==> config.mk <==
export PLATFORM = sky130hd
export DESIGN_NAME = muldiv_sequencer_flat
export DESIGN_NICKNAME = d
export VERILOG_FILES = /design/src/rtl/muldiv_sequencer_if.sv /design/src/rtl/muldiv_sequencer.sv /design/src/flat_wrapper.sv
export SDC_FILE = /design/constraint.sdc
export NUM_CORES = 1
export LEC_CHECK = 0
export ABC_AREA = 1
export ABC_CLOCK_PERIOD_IN_PS = 2700
export CAP_MARGIN = 20
export CORE_MARGIN = 10
export CORE_UTILIZATION = 55
export DETAILED_ROUTE_END_ITERATION = 7
export PLACE_DENSITY = 0.78
export SLEW_MARGIN = 20
export SYNTH_ARGS = -nofsm -noshare
export SYNTH_HDL_FRONTEND = slang
export SYNTH_SLANG_ARGS = --single-unit
==> constraint.sdc <==
create_clock -name clk -period 2.7 [get_ports clk]
set_input_delay 0.54 -clock clk [delete_from_list [all_inputs] [get_ports clk]]
set_output_delay 0.54 -clock clk [all_outputs]
set_load 0.05 [all_outputs]
==> src/rtl/muldiv_sequencer_if.sv <==
// Bundle of the decode-side signals of the MULTU/DIVU sequencer.
// master = decode/pipeline side, slave = the sequencer itself.
//
// Handshake: Start is a request sampled on the rising clock edge. It is
// accepted whenever Busy is low (state IDLE or DONE). While Busy is high,
// Stall is the not-ready indication: a Start (or a HI/LO read request) seen
// during Busy is not consumed, and the pipeline must keep presenting it until
// Stall drops. Done is a one-cycle completion pulse with HI/LO valid.
interface muldiv_sequencer_if #(
  parameter int WIDTH = 32
);
  logic             Start;
  logic             Op;
  logic [WIDTH-1:0] SrcA;
  logic [WIDTH-1:0] SrcB;
  logic             Read_Req;
  logic [WIDTH-1:0] HI;
  logic [WIDTH-1:0] LO;
  logic             Busy;
  logic             Done;
  logic             Div_Zero;
  logic             Stall;
  logic [1:0]       dbg_state;

  modport master (
    output Start, Op, SrcA, SrcB, Read_Req,
    input  HI, LO, Busy, Done, Div_Zero, Stall, dbg_state
  );

  modport slave (
    input  Start, Op, SrcA, SrcB, Read_Req,
    output HI, LO, Busy, Done, Div_Zero, Stall, dbg_state
  );
endinterface

==> src/rtl/muldiv_sequencer.sv <==
// Multi-cycle MULTU/DIVU sequencer: one bit per cycle shift-add multiply or
// restoring divide, owning the HI/LO result register and the pipeline stall.
// Start sampled at edge 0 -> Busy cycles 1..WIDTH -> Done in cycle WIDTH+1.
module muldiv_sequencer #(
  parameter int WIDTH = 32
) (
  input  logic               clk,
  input  logic               rst_n,
  muldiv_sequencer_if.slave  bus
);

  localparam int CW = $clog2(WIDTH + 1);

  typedef enum logic [1:0] {
    S_IDLE = 2'd0,
    S_RUN  = 2'd1,
    S_DONE = 2'd2
  } state_t;

  state_t           r_state;
  state_t           w_next;

  // Latched operation and iteration state.
  // r_acc_hi: product upper half (MUL) / partial remainder (DIV)
  // r_acc_lo: multiplier shifting out, product lower half (MUL) / quotient (DIV)
  // r_opnd  : multiplicand (MUL) / divisor (DIV)
  logic             r_op;
  logic [CW-1:0]    r_cnt;
  logic [WIDTH-1:0] r_acc_hi;
  logic [WIDTH-1:0] r_acc_lo;
  logic [WIDTH-1:0] r_opnd;

  // Architectural result registers.
  logic [WIDTH-1:0] r_hi;
  logic [WIDTH-1:0] r_lo;
  logic             r_div_zero;

  logic             w_busy;
  logic             w_accept;
  logic             w_last;

  // Multiply step signals.
  logic [WIDTH:0]   w_addend;
  logic [WIDTH:0]   w_sum;
  logic [WIDTH-1:0] w_mul_hi;
  logic [WIDTH-1:0] w_mul_lo;

  // Divide step signals.
  logic [WIDTH:0]   w_rem_sh;
  logic             w_div_ok;
  logic [WIDTH-1:0] w_diff;
  logic [WIDTH-1:0] w_div_rem;
  logic [WIDTH-1:0] w_div_quo;

  // Selected per-iteration update.
  logic [WIDTH-1:0] w_it_hi;
  logic [WIDTH-1:0] w_it_lo;

  assign w_busy   = (r_state == S_RUN);
  assign w_accept = bus.Start & ~w_busy;
  assign w_last   = w_busy & (r_cnt == CW'(1));

  // State register.
  always_ff @(posedge clk or negedge rst_n) begin
    if (!rst_n) begin
      r_state <= S_IDLE;
    end else begin
      r_state <= w_next;
    end
  end

  // Next-state decode; IDLE and DONE accept Start the same way.
  always_comb begin
    w_next = r_state;
    case (r_state)
      S_IDLE:  if (bus.Start) w_next = S_RUN;
      S_RUN:   if (w_last)    w_next = S_DONE;
      S_DONE:  w_next = bus.Start ? S_RUN : S_IDLE;
      default: w_next = S_IDLE;
    endcase
  end

  // Shift-add multiply step: add multiplicand when the multiplier LSB is set,
  // then shift {carry, acc_hi, acc_lo} right by one.
  always_comb begin
    w_addend = r_acc_lo[0] ? {1'b0, r_opnd} : '0;
    w_sum    = {1'b0, r_acc_hi} + w_addend;
    w_mul_hi = w_sum[WIDTH:1];
    w_mul_lo = {w_sum[0], r_acc_lo[WIDTH-1:1]};
  end

  // Restoring divide step. The partial remainder is always below the divisor,
  // so the shifted remainder needs WIDTH+1 bits while the result of a
  // successful subtraction fits back in WIDTH bits; the low WIDTH bits of the
  // modular difference are then exact.
  always_comb begin
    w_rem_sh  = {r_acc_hi, r_acc_lo[WIDTH-1]};
    w_div_ok  = (w_rem_sh >= {1'b0, r_opnd});
    w_diff    = w_rem_sh[WIDTH-1:0] - r_opnd;
    w_div_rem = w_div_ok ? w_diff : w_rem_sh[WIDTH-1:0];
    w_div_quo = {r_acc_lo[WIDTH-2:0], w_div_ok};
  end

  // Pick the iteration result for the latched operation.
  always_comb begin
    w_it_hi = r_op ? w_div_rem : w_mul_hi;
    w_it_lo = r_op ? w_div_quo : w_mul_lo;
  end

  // Operand latch on accept, one iteration per RUN cycle.
  always_ff @(posedge clk or negedge rst_n) begin
    if (!rst_n) begin
      r_op     <= 1'b0;
      r_cnt    <= '0;
      r_acc_hi <= '0;
      r_acc_lo <= '0;
      r_opnd   <= '0;
    end else if (w_accept) begin
      r_op     <= bus.Op;
      r_cnt    <= CW'(WIDTH);
      r_acc_hi <= '0;
      r_acc_lo <= bus.Op ? bus.SrcA : bus.SrcB;
      r_opnd   <= bus.Op ? bus.SrcB : bus.SrcA;
    end else if (w_busy) begin
      r_cnt    <= r_cnt - CW'(1);
      r_acc_hi <= w_it_hi;
      r_acc_lo <= w_it_lo;
    end
  end

  // HI/LO load only on the final iteration edge; Div_Zero is valid for the
  // following DONE cycle only.
  always_ff @(posedge clk or negedge rst_n) begin
    if (!rst_n) begin
      r_hi       <= '0;
      r_lo       <= '0;
      r_div_zero <= 1'b0;
    end else if (w_last) begin
      r_hi       <= w_it_hi;
      r_lo       <= w_it_lo;
      r_div_zero <= r_op & (r_opnd == '0);
    end else begin
      r_div_zero <= 1'b0;
    end
  end

  assign bus.HI        = r_hi;
  assign bus.LO        = r_lo;
  assign bus.Busy      = w_busy;
  assign bus.Done      = (r_state == S_DONE);
  assign bus.Div_Zero  = r_div_zero;
  assign bus.Stall     = w_busy & (bus.Read_Req | bus.Start);
  assign bus.dbg_state = r_state;

endmodule

==> src/flat_wrapper.sv <==
// flat-port wrapper written by rule: the top's interface ports become plain ports
module muldiv_sequencer_flat 
#(
  parameter int WIDTH = 32
)
  (clk, rst_n, bus_Start, bus_Op, bus_SrcA, bus_SrcB, bus_Read_Req, bus_HI, bus_LO, bus_Busy, bus_Done, bus_Div_Zero, bus_Stall, bus_dbg_state);
  muldiv_sequencer_if #(.WIDTH(WIDTH)) bus_i ();
  input  logic clk;
  input  logic rst_n;
  input wire logic [$bits(bus_i.Start)-1:0] bus_Start;
  input wire logic [$bits(bus_i.Op)-1:0] bus_Op;
  input wire logic [$bits(bus_i.SrcA)-1:0] bus_SrcA;
  input wire logic [$bits(bus_i.SrcB)-1:0] bus_SrcB;
  input wire logic [$bits(bus_i.Read_Req)-1:0] bus_Read_Req;
  output wire logic [$bits(bus_i.HI)-1:0] bus_HI;
  output wire logic [$bits(bus_i.LO)-1:0] bus_LO;
  output wire logic [$bits(bus_i.Busy)-1:0] bus_Busy;
  output wire logic [$bits(bus_i.Done)-1:0] bus_Done;
  output wire logic [$bits(bus_i.Div_Zero)-1:0] bus_Div_Zero;
  output wire logic [$bits(bus_i.Stall)-1:0] bus_Stall;
  output wire logic [$bits(bus_i.dbg_state)-1:0] bus_dbg_state;
  assign bus_i.Start = bus_Start;
  assign bus_i.Op = bus_Op;
  assign bus_i.SrcA = bus_SrcA;
  assign bus_i.SrcB = bus_SrcB;
  assign bus_i.Read_Req = bus_Read_Req;
  assign bus_HI = bus_i.HI;
  assign bus_LO = bus_i.LO;
  assign bus_Busy = bus_i.Busy;
  assign bus_Done = bus_i.Done;
  assign bus_Div_Zero = bus_i.Div_Zero;
  assign bus_Stall = bus_i.Stall;
  assign bus_dbg_state = bus_i.dbg_state;
  muldiv_sequencer #(.WIDTH(WIDTH)) u_core (.clk(clk), .rst_n(rst_n), .bus(bus_i));
endmodule
* Word level (Yosys, flattened, before mapping)
Index checks and enable logic that the tools add are counted.
** Word-level totals
- Bits in registers :: 170
- Input bits :: 69
- Output and inout bits :: 70
** Cells by class
- Add/sub/neg operators :: 3
- Order comparisons :: 1
- Equal/unequal tests :: 5
- Mux-type cells :: 17
- Bitwise operators :: 6
- Reductions and logical operators :: 4
** Operator list (number)
- $mux W32 :: 10
- $add A32 B33 Y33 :: 1
- $ge A33 B32 Y1 :: 1
- $logic_not A32 Y1 :: 1
- $sub A32 B32 Y32 :: 1
- $mux W6 :: 2
- $eq A6 B1 Y1 const B :: 1
- $pmux W2 S3 :: 1
- $sub A6 B1 Y6 const B :: 1
- $and A1 B1 Y1 :: 4
- $mux W2 :: 2
- $ne A2 B2 Y1 const B :: 2
- $eq A2 B1 Y1 const B :: 1
- $eq A2 B2 Y1 const B :: 1
- $logic_not A2 Y1 :: 1
- $mux W1 :: 2
- $reduce_and A2 Y1 :: 1
- $reduce_bool A2 Y1 :: 1
- $not A1 Y1 :: 1
- $or A1 B1 Y1 :: 1

* Depth between registers and ports, before layout
- Depth after elaboration :: 5
- Depth in mapped cells :: 21
- Mapped depth without buffers :: 19

* Least setup slack after synthesis
No wires, ideal clock.
- Path type :: flip-flop to flip-flop
- Start :: register u_core.r_acc_lo[0]
- End :: register u_core.r_hi[23], in the netlist u_core.bus.HI[23]
- Setup time :: 0.118 ns
- Arrival :: 2.296 ns
- Data required time :: 2.582 ns
- Slack :: 0.286 ns
- Stages on the path, launching flop included :: 21
- Path through :: dfrtp_1 -> clkbuf_1 -> clkbuf_1 -> nand2_1 -> inv_1 -> ha_1 -> fa_1 -> nand2_1 -> nand2_1 -> o21ai_0 -> inv_1 -> nand2_1 -> nand2_1 -> nand2_1 -> nand2_1 -> nand2_1 -> nand3b_1 -> nand2_1 -> nand2_1 -> nand3_1 -> nand2_1
** Between the ends
- Cells in the longest elaborated chain, start to end :: 3
** RTL lines
- start, declared :: RTL line muldiv_sequencer.sv:30 : logic [WIDTH-1:0] r_acc_lo;
- start signal, assigned :: RTL line muldiv_sequencer.sv:122 : r_acc_lo <= bus.Op ? bus.SrcA : bus.SrcB;
- start signal, assigned :: RTL line muldiv_sequencer.sv:127 : r_acc_lo <= w_it_lo;
- $mux W32 :: RTL line muldiv_sequencer.sv:86 : w_addend = r_acc_lo[0] ? {1'b0, r_opnd} : '0;
- $add A32 B33 Y33 :: RTL line muldiv_sequencer.sv:87 : w_sum = {1'b0, r_acc_hi} + w_addend;
- $mux W32 :: RTL line muldiv_sequencer.sv:106 : w_it_hi = r_op ? w_div_rem : w_mul_hi;
- end signal, assigned :: RTL line muldiv_sequencer.sv:139 : r_hi <= w_it_hi;
- end, declared :: RTL line muldiv_sequencer.sv:34 : logic [WIDTH-1:0] r_hi;
No other way between the ends.
A chain may end at the register's enable or synchronous reset.

* Final worst setup path
- Start :: register u_core.r_acc_lo[0]
- End :: register u_core.r_acc_hi[22]
** Between the ends
- Cells in the longest elaborated chain, start to end :: 5
** RTL lines
- $mux W32 :: RTL line muldiv_sequencer.sv:86
- $add A32 B33 Y33 :: RTL line muldiv_sequencer.sv:87
- $mux W32 :: RTL line muldiv_sequencer.sv:106
- $mux W32 :: RTL line muldiv_sequencer.sv:124 : end else if (w_busy) begin
- $mux W32 :: RTL line muldiv_sequencer.sv:118 : end else if (w_accept) begin
- end signal, assigned :: RTL line muldiv_sequencer.sv:126 : r_acc_hi <= w_it_hi;
- end, declared :: RTL line muldiv_sequencer.sv:29 : logic [WIDTH-1:0] r_acc_hi;
No other way between the ends. The select of a mux whose other input is x is not followed.

==> reports/summary.txt <==
Syn Inst Count: 2053
max-slew violations: 0
Seq/Total Area, Yosys: 32.47%
Worst setup EP type: flop
crit path to: u_core.r_acc_hi[22]$_DFFE_PN0P_
Critical Path RT: 3.03 ns
worst-margin pin slew: 0.8682 ns
skew final: 0.01363 ns
PnR worst setup slack: 0.08893 ns
Layout area overhead: 31.47%
routability cong.: 1.014
worst-path maximum fanout: 9
CP peak stage delay: 0.38 ns
nets: 2476
clk sinks: 170
first-pass GRT wire length: 80250 um
# IOs: 139
Final Hold Fails: 0
P_sw: 8.757 mW
critical path's most frequent cell: nand2_1
die area: 0.03040 sq mm
fin crit share: 96.71%
routed wire length: 52150 um
Comb power frac: 66.6%
reg2reg start: u_core.r_acc_lo[0]$_DFFE_PN0P_
Ys Warns: 0
CTS buffer count: 17
starting density of the core: 55.82%
drt wl/cell: 19.53 um
DR iter-0 viols: 1772
# DRC: 0
Placement Setup Slack: -0.09397 ns
Post-DP HPWL: 40470 um
IO Port Bufs: 138
syn_nets: 2190
DR vias: 15230
Setup crit start kind: flop
HP Class: input port to async pin
Clk pwr share: 14.2%
WP data arrival: 2.94 ns
slowest CP cell: dfrtp_1
slew margin rel.: 42.12%
die width: 174.3 um
CP Class: flop to flop
critical path launch point: u_core.r_acc_lo[0]$_DFFE_PN0P_
Core Region: 0.02347 sq mm
Max-Cap Viols: 0
die height: 174.3 um
Max VDD drop: 0.5551 mV
Flop pwr share: 19.2%
Worst Reg-to-Reg Cells: 15
vias in the first global route: 14600
grt total ovfl: 0
Finished Core Util: 73.38%
Max Clk Rate: 383.0 MHz
outcome: finished, final reports clean
CTS root buf: clkbuf_16
share of cells above drive strength 1: 14.25%
async set or reset register ratio after synthesis: 100.0%
GRT Total Usage: 33.41%
leakage: 9.117 nW
ys flop type: dfrtp_1
htree depth: 4
synthesized flop and latch total: 170
Longest Clk Path Bufs: 2
post-synthesis instance area: 0.01310 sq mm
drt pass-1 iters: 6
largest net degree at the start of global routing: 62
Power Density: 1029 mW/mm^2
CTS tree: built
Antenna Nets Post-Route: 0
FP Rows: 56
TNS Setup: 0 ns
Worst R2R End: u_core.r_acc_hi[22]$_DFFE_PN0P_
antenna cells: 0
Unique masters post-synth: 38
P_int: 8.968 mW
Post-synth EDFFs: 0
CP Cell Sequence: buf_4, nand2_1, inv_1, ha_1, a21oi_1, o21ai_1, a21oi_1, nand2_2, buf_4, nand3_1, nand3b_1, nand2_1, nand2_1, nand3_1, nand2_1
vias per cell: 5.702
Mean Syn Cell Area: 6.382 sq um
RSZ-0062 raised after global routing: yes
Setup-failing EPs final: 0
min Tclk post-route: 2.611 ns
initial antenna violation count: 0
FF-to-FF setup slack: 0.09 ns
clk slew on worst S/H paths: 0.08 ns
Worst-Skew Late Latency: 0.45 ns
net switching share of the total power: 49.41%
==> cell usage in the layout (no fill, tap or decap), drive strengths merged, types with 19 or more instances in the layout <==
master and n:
dfrtp 170, inv 297, nand3 143, nor2 98
nand3b 19, nand2 750, ha 66, o21ai 201
o211ai 34, clkdlybuf4s50 135, buf 213, a21oi 94
nand4 34
==> critical path: cells and delay by family (launching register included) <==
family,cells,cell delay (ns)
and+or+nand+nor,8,0.81
AOI/OAI and AO/OA,3,0.58
DFF,1,0.38
buffers and inverters,3,0.38
adders and majority gates,1,0.33
==> synth_stat cells (6+ instances only) <==
| library cell | count | area, sq um |
|---|---|---|
| nand2_1 | 745 | 2796 |
| inv_1 | 286 | 1074 |
| o21ai_0 | 199 | 996.0 |
| dfrtp_1 | 170 | 4254 |
| nand3_1 | 141 | 705.7 |
| nor2_1 | 95 | 356.6 |
| a21oi_1 | 93 | 465.5 |
| ha_1 | 66 | 825.8 |
| clkbuf_1 | 59 | 221.5 |
| nand4_1 | 34 | 212.7 |
| o211ai_1 | 34 | 255.2 |
| nand3b_1 | 19 | 142.6 |
| buf_2 | 17 | 85.08 |
| xor2_1 | 14 | 122.6 |
| nor3_1 | 11 | 55.05 |
| o21a_1 | 8 | 60.06 |
| o21bai_1 | 8 | 60.06 |
| nor4_1 | 6 | 37.54 |
==> flip-flops by register name, indices dropped and copies added, names as in the netlist <==
| signal | count |
|---|---|
| u_core.r_acc_hi | 32 |
| u_core.bus.HI | 32 |
| u_core.bus.Div_Zero | 1 |
| u_core.r_acc_lo | 32 |
| u_core.r_op | 1 |
| u_core.r_opnd | 32 |
| u_core.bus.dbg_state | 2 |
| u_core.bus.LO | 32 |
| u_core.r_cnt | 6 |
==> worst min-delay path by stage <==
| stage | to | slack, ns | cells after the start |
|---|---|---|---|
| 2_1_floorplan | u_core.bus.Div_Zero$_DFF_PN0_ | 0.24 | 0 |
| 3_5_place_dp | u_core.bus.HI[5]$_DFFE_PN0P_ | 0.46 | 2 |
| 4_1_cts | u_core.bus.LO[23]$_DFFE_PN0P_ | 0.09 | 1 |
| 3_3_place_gp | u_core.bus.HI[1]$_DFFE_PN0P_ | 0.46 | 2 |
| 6_report | u_core.bus.LO[31]$_DFFE_PN0P_ | 0.07 | 1 |
| 5_1_grt | u_core.bus.LO[31]$_DFFE_PN0P_ | 0.1 | 1 |
==> layout make-up <==
| type | instances | area (sq um) |
|---|---|---|
| multi-input combinational | 1512 | 7807 |
| timing repair buffer | 348 | 3095 |
| fill | 1929 | 6247 |
| sequential | 170 | 4258 |
| clock inverter | 14 | 151.4 |
| clock buffer | 17 | 425.4 |
| inverter | 290 | 1089 |
| tap | 319 | 399.1 |
==> logic make-up after synthesis <==
logic type	count (synthesis)	synth area share (%)
fa+ha+maj	68	6.608
xor+xnor	18	1.203
buf+inv	372	10.99
flops	170	32.47
simple gates	1070	33.92
compound gates	355	14.81
==> metrics by stage <==
step	total power, mW	instances	hold WS (ns)	area, sq um
floorplan	9.541	2053	0.2444	13100
global placement	13.95	2632	0.4603	16220
detailed placement	14.08	2632	0.4645	16220
CTS	16.68	2663	0.09143	16810
global route	18.91	2670	0.09579	17230
finish	17.73	2670	0.07008	17230
==> per-layer routing <==
metal / vias up / part of all wire [%] / GRT usage (%) / wire (um)
li1: 7156 / - / - / -
met1: 7036 / 40 / 43.20 / 20920
met2: 891 / 45 / 53.42 / 23610
met3: 142 / 9.9 / 6.371 / 5154
met4: 0 / 4.7 / 14.46 / 2470
met5: - / 0 / 0 / 0
==> what timing repair did <==
action,CTS,global route
hold buffers,0,0
endpoints found under the setup margin,4,52
gates resized for setup,4,76
pin swaps,0,11
cloned,0,1
buffers inserted,0,6
==> power by group through the flow <==
| stage | Sequential [mW] | Clock (mW) | Combinational (mW) |
|---|---|---|---|
| final | 3.41 | 2.52 | 11.8 |
| after global routing | 3.41 | 2.64 | 12.9 |
| after CTS | 3.35 | 2.53 | 10.8 |
| after detailed placement | 3.39 | 0 | 10.7 |
| after global placement | 3.39 | 0 | 10.6 |
| after floorplan | 3.28 | 0 | 6.26 |
Power figures use the tool's default switching activity.
